$ cat src/rtl/muldiv_pkg.sv
// Shared definitions for the iterative multiply/divide sequencer.
package muldiv_pkg;
  localparam int DEF_WIDTH = 32;

  typedef enum logic [1:0] {
    OP_MULTU = 2'b00,
    OP_MULT  = 2'b01,
    OP_DIVU  = 2'b10,
    OP_DIV   = 2'b11
  } op_e;

  typedef enum logic [2:0] {
    S_IDLE,
    S_PREP,
    S_RUN,
    S_FIX,
    S_DONE
  } state_e;
endpackage

$ cat src/rtl/muldiv_step.sv
// One combinational iteration: LSB-first shift-add (multiply) or restoring
// shift-subtract (divide) on a {high, low} accumulator.
module muldiv_step #(
  parameter int WIDTH = 32
) (
  input  logic               is_div,
  input  logic [2*WIDTH-1:0] acc_i,
  input  logic [WIDTH-1:0]   opnd_i,
  output logic [2*WIDTH-1:0] acc_o
);
  logic [WIDTH:0] sum;
  logic [WIDTH:0] rem_sh;
  logic [WIDTH:0] trial;

  always_comb begin
    sum    = {1'b0, acc_i[2*WIDTH-1:WIDTH]} + (acc_i[0] ? {1'b0, opnd_i} : '0);
    rem_sh = {acc_i[2*WIDTH-1:WIDTH], acc_i[WIDTH-1]};
    trial  = rem_sh - {1'b0, opnd_i};
    if (is_div) begin
      // trial[WIDTH] set means the subtraction went negative: restore
      acc_o = {(trial[WIDTH] ? rem_sh[WIDTH-1:0] : trial[WIDTH-1:0]),
               acc_i[WIDTH-2:0], ~trial[WIDTH]};
    end else begin
      acc_o = {sum, acc_i[WIDTH-1:1]};
    end
  end
endmodule

$ cat src/rtl/muldiv_sequencer.sv
// Multi-cycle MULT/MULTU/DIV/DIVU controller holding HI/LO and requesting
// a pipeline stall while an operation is in flight.
module muldiv_sequencer
  import muldiv_pkg::*;
#(
  parameter int WIDTH = DEF_WIDTH
) (
  input  logic             clock,
  input  logic             reset_n,
  input  logic             start,
  input  logic [1:0]       op,
  input  logic [WIDTH-1:0] operando_1,
  input  logic [WIDTH-1:0] operando_2,
  input  logic             flush,
  output logic             stall_out,
  output logic             busy,
  output logic             done,
  output logic             div_by_zero,
  output logic [WIDTH-1:0] hi_out,
  output logic [WIDTH-1:0] lo_out
);
  localparam int CW = $clog2(WIDTH);

  state_e             state_q, state_d;
  op_e                op_q, op_d;
  logic [WIDTH-1:0]   a_q, a_d, b_q, b_d;
  logic [WIDTH-1:0]   opnd_q, opnd_d;
  logic [2*WIDTH-1:0] acc_q, acc_d;
  logic [CW-1:0]      cnt_q, cnt_d;
  logic               neg_res_q, neg_res_d, neg_rem_q, neg_rem_d;
  logic [WIDTH-1:0]   hi_q, hi_d, lo_q, lo_d;
  logic               dbz_q, dbz_d;

  logic               is_div, is_signed;
  logic               sign_a, sign_b;
  logic [WIDTH-1:0]   a_abs, b_abs;
  logic [2*WIDTH-1:0] acc_step, prod;

  assign is_div    = op_q[1];
  assign is_signed = op_q[0];

  muldiv_step #(.WIDTH(WIDTH)) u_step (
    .is_div (is_div),
    .acc_i  (acc_q),
    .opnd_i (opnd_q),
    .acc_o  (acc_step)
  );

  always_comb begin
    state_d   = state_q;
    op_d      = op_q;
    a_d       = a_q;
    b_d       = b_q;
    opnd_d    = opnd_q;
    acc_d     = acc_q;
    cnt_d     = cnt_q;
    neg_res_d = neg_res_q;
    neg_rem_d = neg_rem_q;
    hi_d      = hi_q;
    lo_d      = lo_q;
    dbz_d     = dbz_q;

    sign_a = is_signed & a_q[WIDTH-1];
    sign_b = is_signed & b_q[WIDTH-1];
    a_abs  = sign_a ? -a_q : a_q;
    b_abs  = sign_b ? -b_q : b_q;
    prod   = neg_res_q ? -acc_q : acc_q;

    unique case (state_q)
      S_IDLE: begin
        if (start && !flush) begin
          op_d    = op_e'(op);
          a_d     = operando_1;
          b_d     = operando_2;
          dbz_d   = 1'b0;
          state_d = S_PREP;
        end
      end
      S_PREP: begin
        neg_res_d = sign_a ^ sign_b;
        neg_rem_d = sign_a;
        cnt_d     = '0;
        if (flush) begin
          state_d = S_IDLE;
        end else if (is_div && b_q == '0) begin
          hi_d    = a_q;
          lo_d    = '1;
          dbz_d   = 1'b1;
          state_d = S_DONE;
        end else begin
          // Multiply: add |op1| per multiplier bit; divide: subtract |op2|
          opnd_d  = is_div ? b_abs : a_abs;
          acc_d   = {{WIDTH{1'b0}}, (is_div ? a_abs : b_abs)};
          state_d = S_RUN;
        end
      end
      S_RUN: begin
        acc_d = acc_step;
        cnt_d = cnt_q + 1'b1;
        if (flush)                           state_d = S_IDLE;
        else if (cnt_q == CW'(WIDTH - 1))    state_d = S_FIX;
      end
      S_FIX: begin
        if (flush) begin
          state_d = S_IDLE;
        end else begin
          if (is_div) begin
            lo_d = neg_res_q ? -acc_q[WIDTH-1:0]       : acc_q[WIDTH-1:0];
            hi_d = neg_rem_q ? -acc_q[2*WIDTH-1:WIDTH] : acc_q[2*WIDTH-1:WIDTH];
          end else begin
            hi_d = prod[2*WIDTH-1:WIDTH];
            lo_d = prod[WIDTH-1:0];
          end
          state_d = S_DONE;
        end
      end
      S_DONE:  state_d = S_IDLE;
      default: state_d = S_IDLE;
    endcase
  end

  always_ff @(posedge clock or negedge reset_n) begin
    if (!reset_n) begin
      state_q   <= S_IDLE;
      op_q      <= OP_MULTU;
      a_q       <= '0;
      b_q       <= '0;
      opnd_q    <= '0;
      acc_q     <= '0;
      cnt_q     <= '0;
      neg_res_q <= 1'b0;
      neg_rem_q <= 1'b0;
      hi_q      <= '0;
      lo_q      <= '0;
      dbz_q     <= 1'b0;
    end else begin
      state_q   <= state_d;
      op_q      <= op_d;
      a_q       <= a_d;
      b_q       <= b_d;
      opnd_q    <= opnd_d;
      acc_q     <= acc_d;
      cnt_q     <= cnt_d;
      neg_res_q <= neg_res_d;
      neg_rem_q <= neg_rem_d;
      hi_q      <= hi_d;
      lo_q      <= lo_d;
      dbz_q     <= dbz_d;
    end
  end

  // Stall is combinational on start so the issuing instruction freezes in place
  assign stall_out   = (start && state_q == S_IDLE && !flush) ||
                       (!flush && (state_q == S_PREP || state_q == S_RUN || state_q == S_FIX));
  assign busy        = (state_q != S_IDLE);
  assign done        = (state_q == S_DONE) && !flush;
  assign div_by_zero = dbz_q;
  assign hi_out      = hi_q;
  assign lo_out      = lo_q;
endmodule

$ cat config.mk
export PLATFORM = sky130hd
export DESIGN_NAME = muldiv_sequencer
export DESIGN_NICKNAME = d
export VERILOG_FILES = /design/src/rtl/muldiv_pkg.sv /design/src/rtl/muldiv_step.sv /design/src/rtl/muldiv_sequencer.sv
export SDC_FILE = /design/constraint.sdc
export NUM_CORES = 1
export LEC_CHECK = 0
export CELL_PAD_IN_SITES_DETAIL_PLACEMENT = 1
export CELL_PAD_IN_SITES_GLOBAL_PLACEMENT = 1
export CORE_UTILIZATION = 49
export DETAILED_ROUTE_END_ITERATION = 8
export GPL_ROUTABILITY_DRIVEN = 1
export GPL_TIMING_DRIVEN = 0
export PLACE_DENSITY = 0.86
export SLEW_MARGIN = 40
export SYNTH_ARGS = -nofsm -noshare
export SYNTH_HDL_FRONTEND = slang
export SYNTH_HIERARCHICAL = 1
export SYNTH_SLANG_ARGS = --single-unit
$ cat constraint.sdc
create_clock -name clock -period 8.5 [get_ports clock]
set_clock_uncertainty 0.15 [all_clocks]
set_input_delay 1.7 -clock clock [delete_from_list [all_inputs] [get_ports clock]]
set_output_delay 1.7 -clock clock [all_outputs]
set_load 0.1 [all_outputs]
==> out/qor.txt <==
Status - completed
Syn Std Cell Area - 0.0175 sq mm
Top sig layer - met4
Count of hold-fix buffers inserted at cts - 0
Worst hold path depth - 2
P&R area growth vs syn - 14.9%
Antenna violations before repair - 2
Port Buf Inserts - 137
Routed met3 length - 6630 um
CP Capture Type - output port
Synth top area cells - dfrtp_1, mux2_2, ha_1
Final setup margin - 3.39 ns
Crit. path cell count - 3
Crit start category - input port
Std-Cell Rows - 68
Die height - 191 um
Largest net degree at the start of global routing - 73
Slew headroom - 38.5%
Die area - 0.0366 sq mm
Starting Density - 50.3%
Met1 wire length - 31,300 um
Worst R2R End - acc_q[57]
WL/cell - 29.0 um
Reg area - 0.00593 sq mm
WS Path Type - input port to output port
Register area share after synthesis - 33.8%
Top Family by Delay on Critical Path - buffers and inverters
Reg2reg start - acc_q[0]
First-pass GRT wire length - 117,000 um
Fillers - 4,129
Top-count cell post-synth - dfrtp_1
Peak VDD IR - 363 uV
Synth warn - 6
Critical-path cell list - clkdlybuf4s50_1 -> nor4b_1 -> buf_2
CTS buffer count - 28
Unrepaired setup endpoints after global routing - false
Worst endpoint data arrival time - 3.26 ns
Clock Path Buffers - 3
Initial detailed-routing violation count - 1,640
Post-CTS sizing - 0
Maximum capacitance violations - 0
Synth Flop Type - dfrtp_1
Vias - 17,900
Worst Tran Pin Value - 0.923 ns
CP Buf/Inv Count - 2
Syn_nets - 2,164
Via/cell ratio - 6.72
Gr usage total - 42.6%
Worst hold path type - register to register
Worst Path Required - 6.65 ns
TritonCTS clock tree - done
CTS clk-pin slew, worst paths - 0.06 ns
Final hold vios - 0
Top Ports - 138
Power Density - 464 mW/mm^2
Clk root buf - clkbuf_16
Postcts setup bufs - 0
Worst Setup SP - flush
Distinct cells, synth - 87
Initial DRT Pass Iterations - 6
Worst setup path endpoint - done
Final period util - 60.1%
Yosys top cell area share - 33.8%
R2r setup slk - 3.88 ns
Vias in the first global route - 18,800
Final wirelength - 77,400 um
Post-Synthesis Cells - 2,022
CP max stage delay - 0.60 ns
Avg Inst Size Synth - 8.68 sq um
Leakage - 8.58 nW
Multi-input gate area - 0.0109 sq mm
Nets@finish - 2,334
CTS sink cnt - 237
Hpwl dp - 59,500 um
FF+latch count, synth - 237
GRT Residual Overflow - 0
Fmax - 196 MHz
Final min period - 5.11 ns
Area leader, netlist - dfrtp_1
Post-synth top cells - dfrtp_1, nand2_1, a21oi_1, nor2_1, o21ai_0
Met2 WL - 34,600 um
CP max FO - 7
Insertion delay to the later sink of the worst-skew pair - 0.59 ns
Pins Over Slew Limit - 0
Reg2reg path depth - 13
Proportion of synthesized flip-flops having asynchronous set or reset - 100%
Remaining DRCs - 0
Final setup viols - 0
Post-synth EDFFs - 0
Number of routed nets with antenna violations - 0
H-tree Lvls - 1
Final core occ - 57.8%
Slowest-stage cell, CP - clkdlybuf4s50_1
Die Width - 191 um
Core box area - 0.0349 sq mm
Pre-CTS WS - 3.53 ns
Gpl congestion - 1.01
Fraction of layout cells with a size suffix above 1 - 13.1%
==> how the worst min path moves through the flow <==
stage,start,to,slack [ns]
after floorplan,opnd_q[23],opnd_q[23],0.30
after global placement,hi_out[5],hi_out[5],0.32
after detailed placement,hi_out[12],hi_out[12],0.32
after CTS,hi_out[12],hi_out[12],0.33
after global routing,hi_out[12],hi_out[12],0.37
final,hi_out[12],hi_out[12],0.34
==> sequential cells by signal, summed over array words and instances, names as in the netlist, 3 cells and up <==
name,cells
a_q,32
cnt_q,5
lo_out,32
hi_out,32
acc_q,64
b_q,32
opnd_q,32
state_q,3
==> through the flow <==
step / setup TNS [ns] / power [mW] / area (sq um) / hold WS [ns] / std cells
finish: 0 / 9.36 / 20200 / 0.335 / 2668
global route: 0 / 9.78 / 20200 / 0.372 / 2667
CTS: 0 / 9.21 / 20100 / 0.330 / 2667
detailed placement: 0 / 7.93 / 19200 / 0.315 / 2617
global placement: -1104.05 / 7.85 / 19500 / 0.317 / 2614
floorplan: 0 / 6.14 / 17500 / 0.303 / 2022
==> cell usage in the layout (no fill, tap or decap), drive strengths merged, types with 16 or more instances in the layout <==
cell / Yosys / final
a211oi: 20 / 20
a21o: 25 / 25
a21oi: 167 / 167
a22o: 32 / 32
a31oi: 42 / 42
and2: 45 / 45
buf: 41 / 113
clkbuf: 76 / 113
clkdlybuf4s50: 0 / 68
dfrtp: 237 / 237
ha: 70 / 70
inv: 62 / 63
mux2: 98 / 98
mux2i: 36 / 36
nand2: 195 / 195
nand3: 45 / 45
nand4: 18 / 18
nor2: 165 / 165
nor3: 48 / 48
nor4: 33 / 33
o21ai: 123 / 123
o31ai: 30 / 30
o41ai: 16 / 16
or3: 18 / 18
or4: 19 / 19
xnor2: 71 / 71
xor2: 96 / 96
==> layer usage <==
layer  vias to the layer above  GRT usage [%]
met5                         -              0
met4                         0           23.9
met3                       269           8.08
met2                       957           66.2
met1                      8954           55.6
li1                       7744              -
==> cells by family (layout without fill, tap and decap cells) <==
group	count (synthesis)	in the layout	synth area share, %
compound gates	581	581	21.6
xor+xnor	167	167	8.49
fa+ha+maj	72	72	5.22
buf+inv	179	369	4.22
flops	237	237	33.8
mux	134	134	8.35
other cells	0	1	0
simple gates	652	652	18.3
==> worst register-to-register path: stages (launching register included) <==
cell	delay, ns
dfrtp_1	0.78
clkbuf_1	0.44
and2_1	0.21
ha_1	0.23
fa_1	0.25
a21oi_1	0.13
o2111ai_1	0.40
nand3_1	0.25
o21ai_0	0.43
nor3b_1	0.52
a21boi_0	0.21
xor2_1	0.19
a22oi_1	0.12
a22o_1	0.22
==> final cells by class <==
class | instances | share of cell area (%)
Tap cell | 455 | 2.82
Sequential cell | 237 | 29.4
Clock inverter | 13 | 0.571
Antenna cell | 1 | 0.0124
Clock buffer | 37 | 3.89
Buffer | 117 | 2.53
Timing Repair Buffer | 140 | 5.55
Inverter | 62 | 1.15
Multi-Input combinational cell | 1606 | 54.1
==> where the power goes <==
group | internal (mW) | switching, mW
sequential | 1.54 | 0.874
combinational | 1.86 | 3.86
clock | 0.679 | 0.546
Note: power is estimated with default switching activity, not from simulation.
